==> config.mk <==
export PLATFORM = sky130hd
export DESIGN_NAME = time_set_ctrl
export DESIGN_NICKNAME = d
export VERILOG_FILES = /design/src/rtl/time_set_ctrl.sv
export SDC_FILE = /design/constraint.sdc
export NUM_CORES = 1
export LEC_CHECK = 0
export CORE_UTILIZATION = 25
export DETAILED_ROUTE_END_ITERATION = 10
export DONT_BUFFER_PORTS = 1
export SYNTH_ARGS = -nofsm -noshare
export SYNTH_HDL_FRONTEND = slang
export SYNTH_SLANG_ARGS = --single-unit
export TNS_END_PERCENT = 5
==> constraint.sdc <==
create_clock -name i_clk -period 2.87 [get_ports i_clk]
set_clock_uncertainty 0.2 [all_clocks]
set_input_delay 0.574 -clock i_clk [delete_from_list [all_inputs] [get_ports i_clk]]
set_output_delay 0.574 -clock i_clk [all_outputs]
set_load 0.03 [all_outputs]
==> src/rtl/time_set_ctrl.sv <==
// Clock time-keeper with RUN / SET_HOUR / SET_MIN edit FSM and BCD hh:mm:ss counters.
// Latency: all outputs registered, 1 cycle from input pulse; no backpressure (pulse inputs only).
module time_set_ctrl #(
    parameter logic [7:0] INIT_HOUR = 8'h00,
    parameter logic [7:0] INIT_MIN  = 8'h00
) (
    input  logic       i_clk,
    input  logic       i_rst,
    input  logic       i_tick_1hz,
    input  logic       i_mode_pulse,
    input  logic       i_inc_pulse,
    output logic [7:0] o_hour_bcd,
    output logic [7:0] o_min_bcd,
    output logic [7:0] o_sec_bcd,
    output logic [1:0] o_state,
    output logic       o_blink
);

    typedef enum logic [1:0] {
        ST_RUN      = 2'd0,
        ST_SET_HOUR = 2'd1,
        ST_SET_MIN  = 2'd2
    } state_t;

    state_t     state_q, state_d;
    logic [7:0] hour_q, hour_d;
    logic [7:0] min_q, min_d;
    logic [7:0] sec_q, sec_d;
    logic       blink_q, blink_d;

    // Two-digit BCD increment that wraps to 00 after reaching maxv.
    function automatic logic [7:0] bcd_inc(input logic [7:0] v, input logic [7:0] maxv);
        logic [3:0] tens;
        logic [3:0] units;
        tens  = v[7:4];
        units = v[3:0];
        if (v == maxv) begin
            return 8'h00;
        end else if (units == 4'd9) begin
            tens = tens + 4'd1;
            return {tens, 4'd0};
        end else begin
            units = units + 4'd1;
            return {tens, units};
        end
    endfunction

    always_comb begin
        state_d = state_q;
        hour_d  = hour_q;
        min_d   = min_q;
        sec_d   = sec_q;
        blink_d = blink_q;
        case (state_q)
            ST_RUN: begin
                blink_d = 1'b0;
                if (i_tick_1hz) begin
                    sec_d = bcd_inc(sec_q, 8'h59);
                    if (sec_q == 8'h59) begin
                        min_d = bcd_inc(min_q, 8'h59);
                        if (min_q == 8'h59) begin
                            hour_d = bcd_inc(hour_q, 8'h23);
                        end
                    end
                end
                if (i_mode_pulse) begin
                    state_d = ST_SET_HOUR;
                    blink_d = 1'b1;
                end
            end
            ST_SET_HOUR: begin
                if (i_mode_pulse) begin
                    state_d = ST_SET_MIN;
                    blink_d = 1'b1;
                end else if (i_inc_pulse) begin
                    hour_d  = bcd_inc(hour_q, 8'h23);
                    blink_d = 1'b1;
                end else if (i_tick_1hz) begin
                    blink_d = ~blink_q;
                end
            end
            ST_SET_MIN: begin
                // Leaving the editor restarts the minute from a clean :00.
                if (i_mode_pulse) begin
                    state_d = ST_RUN;
                    sec_d   = 8'h00;
                    blink_d = 1'b0;
                end else if (i_inc_pulse) begin
                    min_d   = bcd_inc(min_q, 8'h59);
                    blink_d = 1'b1;
                end else if (i_tick_1hz) begin
                    blink_d = ~blink_q;
                end
            end
            default: begin
                state_d = ST_RUN;
                blink_d = 1'b0;
            end
        endcase
    end

    always_ff @(posedge i_clk or posedge i_rst) begin
        if (i_rst) begin
            state_q <= ST_RUN;
            hour_q  <= INIT_HOUR;
            min_q   <= INIT_MIN;
            sec_q   <= 8'h00;
            blink_q <= 1'b0;
        end else begin
            state_q <= state_d;
            hour_q  <= hour_d;
            min_q   <= min_d;
            sec_q   <= sec_d;
            blink_q <= blink_d;
        end
    end

    assign o_hour_bcd = hour_q;
    assign o_min_bcd  = min_q;
    assign o_sec_bcd  = sec_q;
    assign o_state    = state_q;
    assign o_blink    = blink_q;

endmodule

## After elaboration in Yosys (flattened, before gate mapping)

Cells that the tools add are included.

- Memories: 0
- Flip-flop bits (word level): 27
- RAM bits: 0
- Memory bits (read-only): 0
- Bits in latches: 0
- Input bits: 5

- Shift operators: 0
- Eq/ne operators: 19
- Multiplexer cells: 30
- Multiply operators: 0
- Reduce and logical (&&, ||, !) cells: 8
- Order comparisons: 0
- Div/mod/pow operators: 0
- Bitwise gates (word level): 1
- Add/sub/neg operators: 6

Operators with widths:

| cell | number |
|---|---|
| 2-to-1 mux 8 bit | 17 |
| one-hot mux 8 bit (2 select lines) | 3 |
| adder 4 x 1 -> 4 bit (second input constant) | 6 |
| inequality test 2 bit (second input constant) | 10 |
| equality test 8 x 7 -> 1 bit (second input constant) | 2 |
| equality test 4 bit (second input constant) | 3 |
| equality test 8 x 6 -> 1 bit (second input constant) | 1 |
| 2-to-1 mux 2 bit | 3 |
| one-hot mux 2 bit (3 select lines) | 1 |
| AND reduction 3 bit | 2 |
| AND reduction 6 bit | 1 |
| 2-to-1 mux 1 bit | 5 |
| AND reduction 5 bit | 1 |
| AND reduction 4 bit | 1 |
| nonzero test 2 bit | 2 |
| inequality test 3 bit (second input constant) | 1 |
| one-hot mux 1 bit (3 select lines) | 1 |
| equality test 2 x 1 -> 1 bit (second input constant) | 1 |
| equality test 2 bit (second input constant) | 1 |
| logical NOT 2 bit | 1 |
| NOT 1 bit | 1 |

## Logic depth before layout (Yosys ltp)

- Depth in word-level cells: 7
- Depth in mapped cells: 7
- Mapped depth without buffers: 6

## Least setup slack after synthesis

Ideal clock, no wire load.

- Path kind: register to register
- Start: register sec_q[5], in the netlist o_sec_bcd[5]
- End: register min_q[4], in the netlist o_min_bcd[4]
- Slack: 0.636 ns
- Required time: 2.542 ns
- Cell stages (with the launch flop): 8
- Arrival: 1.907 ns
- Path buffers: 1
- Cell sequence: dfrtp_1 inv_1 ha_1 and3b_1 clkbuf_2 a32oi_4 nand2b_4 mux2_1

- Cells in the longest elaborated chain, start to end: 3

Ends and longest elaborated chain:

| element | RTL line | RTL |
|---|---|---|
| start: declaration | 28 | `logic [7:0] sec_q, sec_d;` |
| start signal: assignment | 107 | `sec_q <= 8'h00;` |
| start signal: assignment | 113 | `sec_q <= sec_d;` |
| equality test 8 x 7 -> 1 bit | 59 | `if (sec_q == 8'h59) begin` |
| inequality test 2 bit (no source line) | - |  |
| AND reduction 5 bit (no source line) | - |  |
| end signal: assignment | 112 | `min_q <= min_d;` |
| end: declaration | 27 | `logic [7:0] min_q, min_d;` |

Every way passes these cells.
A chain may end at the register's enable or synchronous reset.

## Final worst setup path

- Start: register sec_q[5], in the netlist o_sec_bcd[5]
- End: register min_q[5], in the netlist o_min_bcd[5]

The elaborated chain is that of the path after synthesis.

==> impl_metrics.ini <==
[clock_network]
clock_path_buffers = 2
cts-buffers-inserted = 3
post_cts_resize_count = 0
cts-root-buf = sky130_fd_sc_hd__clkbuf_8
clock_sinks = 27
ctsHoldBuffers = 0
clk_pin_slew_worst_paths_ns = 0.10
cts_max_level = 1
later_pin_clock_latency_in_the_skew_report_ns = 0.27
cts_setup_buffers = 0
tritoncts_clock_tree = built

[timing]
grt_setup_unrepaired = false
drv_slew = 0
timing.max_slew.rel_slack_pct = 66.29
fmax_ghz = 0.4281
worstMarginPinSlew_ns = 0.5056
final-hold-violation-count = 0
period_needed_ns = 2.336
post-route-period-util_pct = 81.38
setup_viol_count_final = 0
final.setup.tns_ns = 0

[layout]
proportion_of_layout_cells_with_a_drive_suffix_above_1_pct = 10.24
final.fill_count = 645
antennaDiodeCount = 0
seqCellArea_um2 = 675.6
area_grow_syn2layout_pct = 8.745
multiInputGateArea_um2 = 899.6
final_net_count = 182

[synth]
yosys.cell_types.count = 49
synth_largest_area_cell = sky130_fd_sc_hd__dfrtp_1
ys_top_cells_by_area = sky130_fd_sc_hd__dfrtp_1 41%, sky130_fd_sc_hd__ha_1 7.6%, sky130_fd_sc_hd__nand3_1 2.7%
most_frequent_cell_after_synthesis = sky130_fd_sc_hd__dfrtp_1
dominant_register_cell_in_the_synthesized_netlist = sky130_fd_sc_hd__dfrtp_1
ys_warn_count = 0
synth.top_cell.area_share_pct = 41.06
synth-edff-count = 0
asyncSetResetFlopFracSynth_pct = 100.0
syn-mean-instance-area_um2 = 10.03
post_synthesis_net_count = 179
ys_seq_elements = 27
synthesis.area_um2 = 1645
netlist_instances = 164
synth_common_cells = 27 x sky130_fd_sc_hd__dfrtp_1, 11 x sky130_fd_sc_hd__inv_1, 10 x sky130_fd_sc_hd__ha_1
ys_seq_area_share_pct = 41.06

[critical_path]
reg2reg_from = o_sec_bcd[5]$_DFFE_PP0P_
critPathLaunchType = flip-flop
worst-endpoint-required_ns = 2.84
reg2reg_depth = 6
arrival_time_of_the_worst_setup_path_ns = 2.30
cp_cell_sequence = inv_1 > ha_1 > and3b_1 > a32oi_4 > nand2b_4 > mux2_1
critical_path_class = reg -> reg
worstPathMaxFanout = 10
reg2reg_setup_slack_ns = 0.53
critical_path.reg2reg.endpoint = o_min_bcd[5]$_DFFE_PP0P_
max_stage_delay_ns = 0.56
end_kind = flip-flop
cpMaxStageDelayCell = sky130_fd_sc_hd__dfrtp_1

[route]
drc_errors_left = 0
firstDrtPassIters = 4
count_of_antenna_violating_nets_left_after_detailed_routing = 0
detail_route.iter0.violations = 37
route.detailed.wl_per_inst_um = 13.97
vias_after_detailed_routing = 1196
totalWireLength_um = 3395
avgViaCountPerCell = 4.922

[placed_design]
post-dp-hpwl_um = 2537
numPortBuffers = 0
gp_congestion = 0.7423

[die]
top_level_ports = 32
die_area_um2 = 6910
effective_utilization_at_floorplan_pct = 25.91
die_w_um = 83.13
num_rows = 29
core_area_um2 = 6350
die_height_um = 83.13

[grt]
antenna_violations_before_repair = 0
grt_first_pass_wirelength_um = 5768
grt_start_max_net_pins = 28
via_count_of_the_first_global_routing_pass = 1141
grt_overflow = 0
gr-usage-all-layers_pct = 10.26

[job]
cap_violations = 0

[power_and_ir_drop]
worst_ir_drop_vdd_mv = 0.3898
power-per-cell-area_nw_per_um2 = 944.5
power.leakage_nw = 0.7690
p_total_mw = 1.690

[run_status]
status = finished, final reports clean

[min_path]
min_path_type = in -> async
==> area by class of cell <==
type / count / area share (%)
clock inverters: 1 / 0.2797
clock buffers: 3 / 2.308
multi-input cells: 120 / 50.28
well taps: 77 / 5.385
inverters: 11 / 2.308
flip-flops and latches: 27 / 37.76
repair buffers: 4 / 1.678
==> flip-flops by register name (all words and copies together) (netlist names) <==
signal / count
o_hour_bcd: 8
o_sec_bcd: 8
o_min_bcd: 8
o_state: 2
o_blink: 1
==> metrics by stage <==
step | cell area (um2) | setup WS (ns) | utilization [%] | cells | hold WS, ns
2_1_floorplan | 1645 | 0.6355 | - | 164 | 0.4267
3_3_place_gp | 1743 | 0.5509 | 27.45 | 239 | 0.3559
3_5_place_dp | 1743 | 0.5167 | 27.45 | 239 | 0.3595
4_1_cts | 1789 | 0.5187 | 28.18 | 243 | 0.04429
5_1_grt | 1789 | 0.4052 | 28.18 | 243 | 0.04720
6_report | 1789 | 0.5344 | 28.18 | 243 | 0.03723
==> where the power goes <==
group / switching, mW / internal, mW / total [mW]
registers: 0.428 / 0.494 / 0.921
clock network: 0.124 / 0.0973 / 0.221
logic: 0.306 / 0.241 / 0.547
==> critical path, delay by kind of cell (launching register included) <==
family                   cells  cell delay (ns)
multiplexers                 1             0.31
AND/OR/NAND/NOR              2             0.48
adder cells (fa/ha/maj)      1             0.19
buffers and inverters        1             0.11
AO/OA/AOI/OAI                1             0.37
flip-flops                   1             0.56
==> cells in the final DEF (no fill, tap or decap), drive strengths merged, types with 3 or more instances in the layout <==
cell,synthesis,final
buf,4,4
xnor2,4,4
mux2,4,4
dfrtp,27,27
nor3,3,3
o21ai,16,16
clkbuf,2,3
and3,3,3
nor2,9,9
nand2,9,9
nand2b,4,4
a21o,3,3
inv,11,11
ha,10,10
nand3,9,9
a21oi,5,5
and3b,4,4
==> logic make-up (layout without fill, tap and decap cells) <==
logic type               after synthesis  in the layout  share of synthesized area (%)
AND/OR/NAND/NOR                       56             56                          21.44
flip-flops                            27             27                          41.06
adder cells (fa/ha/maj)               10             10                          7.605
multiplexers                           6              6                          3.954
AO/OA/AOI/OAI                         42             42                          18.48
buffers and inverters                 17             19                          4.258
XOR/XNOR                               6              6                          3.194
==> routing by layer <==
| layer | vias up | routed length, um | track usage [%] |
|---|---|---|---|
| li1 | 600 | - | - |
| met5 | - | 0 | 0 |
| met4 | 0 | 39 | 3.762 |
| met3 | 4 | 249 | 3.678 |
| met2 | 24 | 1498 | 16.02 |
| met1 | 568 | 1608 | 12.99 |
==> worst max path at each step <==
stage,startpoint,endpoint,slack [ns],cells past startpoint
after floorplan,o_sec_bcd[5]$_DFFE_PP0P_,o_min_bcd[4]$_DFFE_PP0P_,0.64,7
after CTS,o_sec_bcd[5]$_DFFE_PP0P_,o_min_bcd[5]$_DFFE_PP0P_,0.52,6
final,o_sec_bcd[5]$_DFFE_PP0P_,o_min_bcd[5]$_DFFE_PP0P_,0.53,6
after global placement,o_sec_bcd[5]$_DFFE_PP0P_,o_min_bcd[4]$_DFFE_PP0P_,0.55,6
after global routing,o_sec_bcd[5]$_DFFE_PP0P_,o_min_bcd[4]$_DFFE_PP0P_,0.41,6
after detailed placement,o_sec_bcd[5]$_DFFE_PP0P_,o_min_bcd[5]$_DFFE_PP0P_,0.52,6
Note: power is estimated with default switching activity, not from simulation.
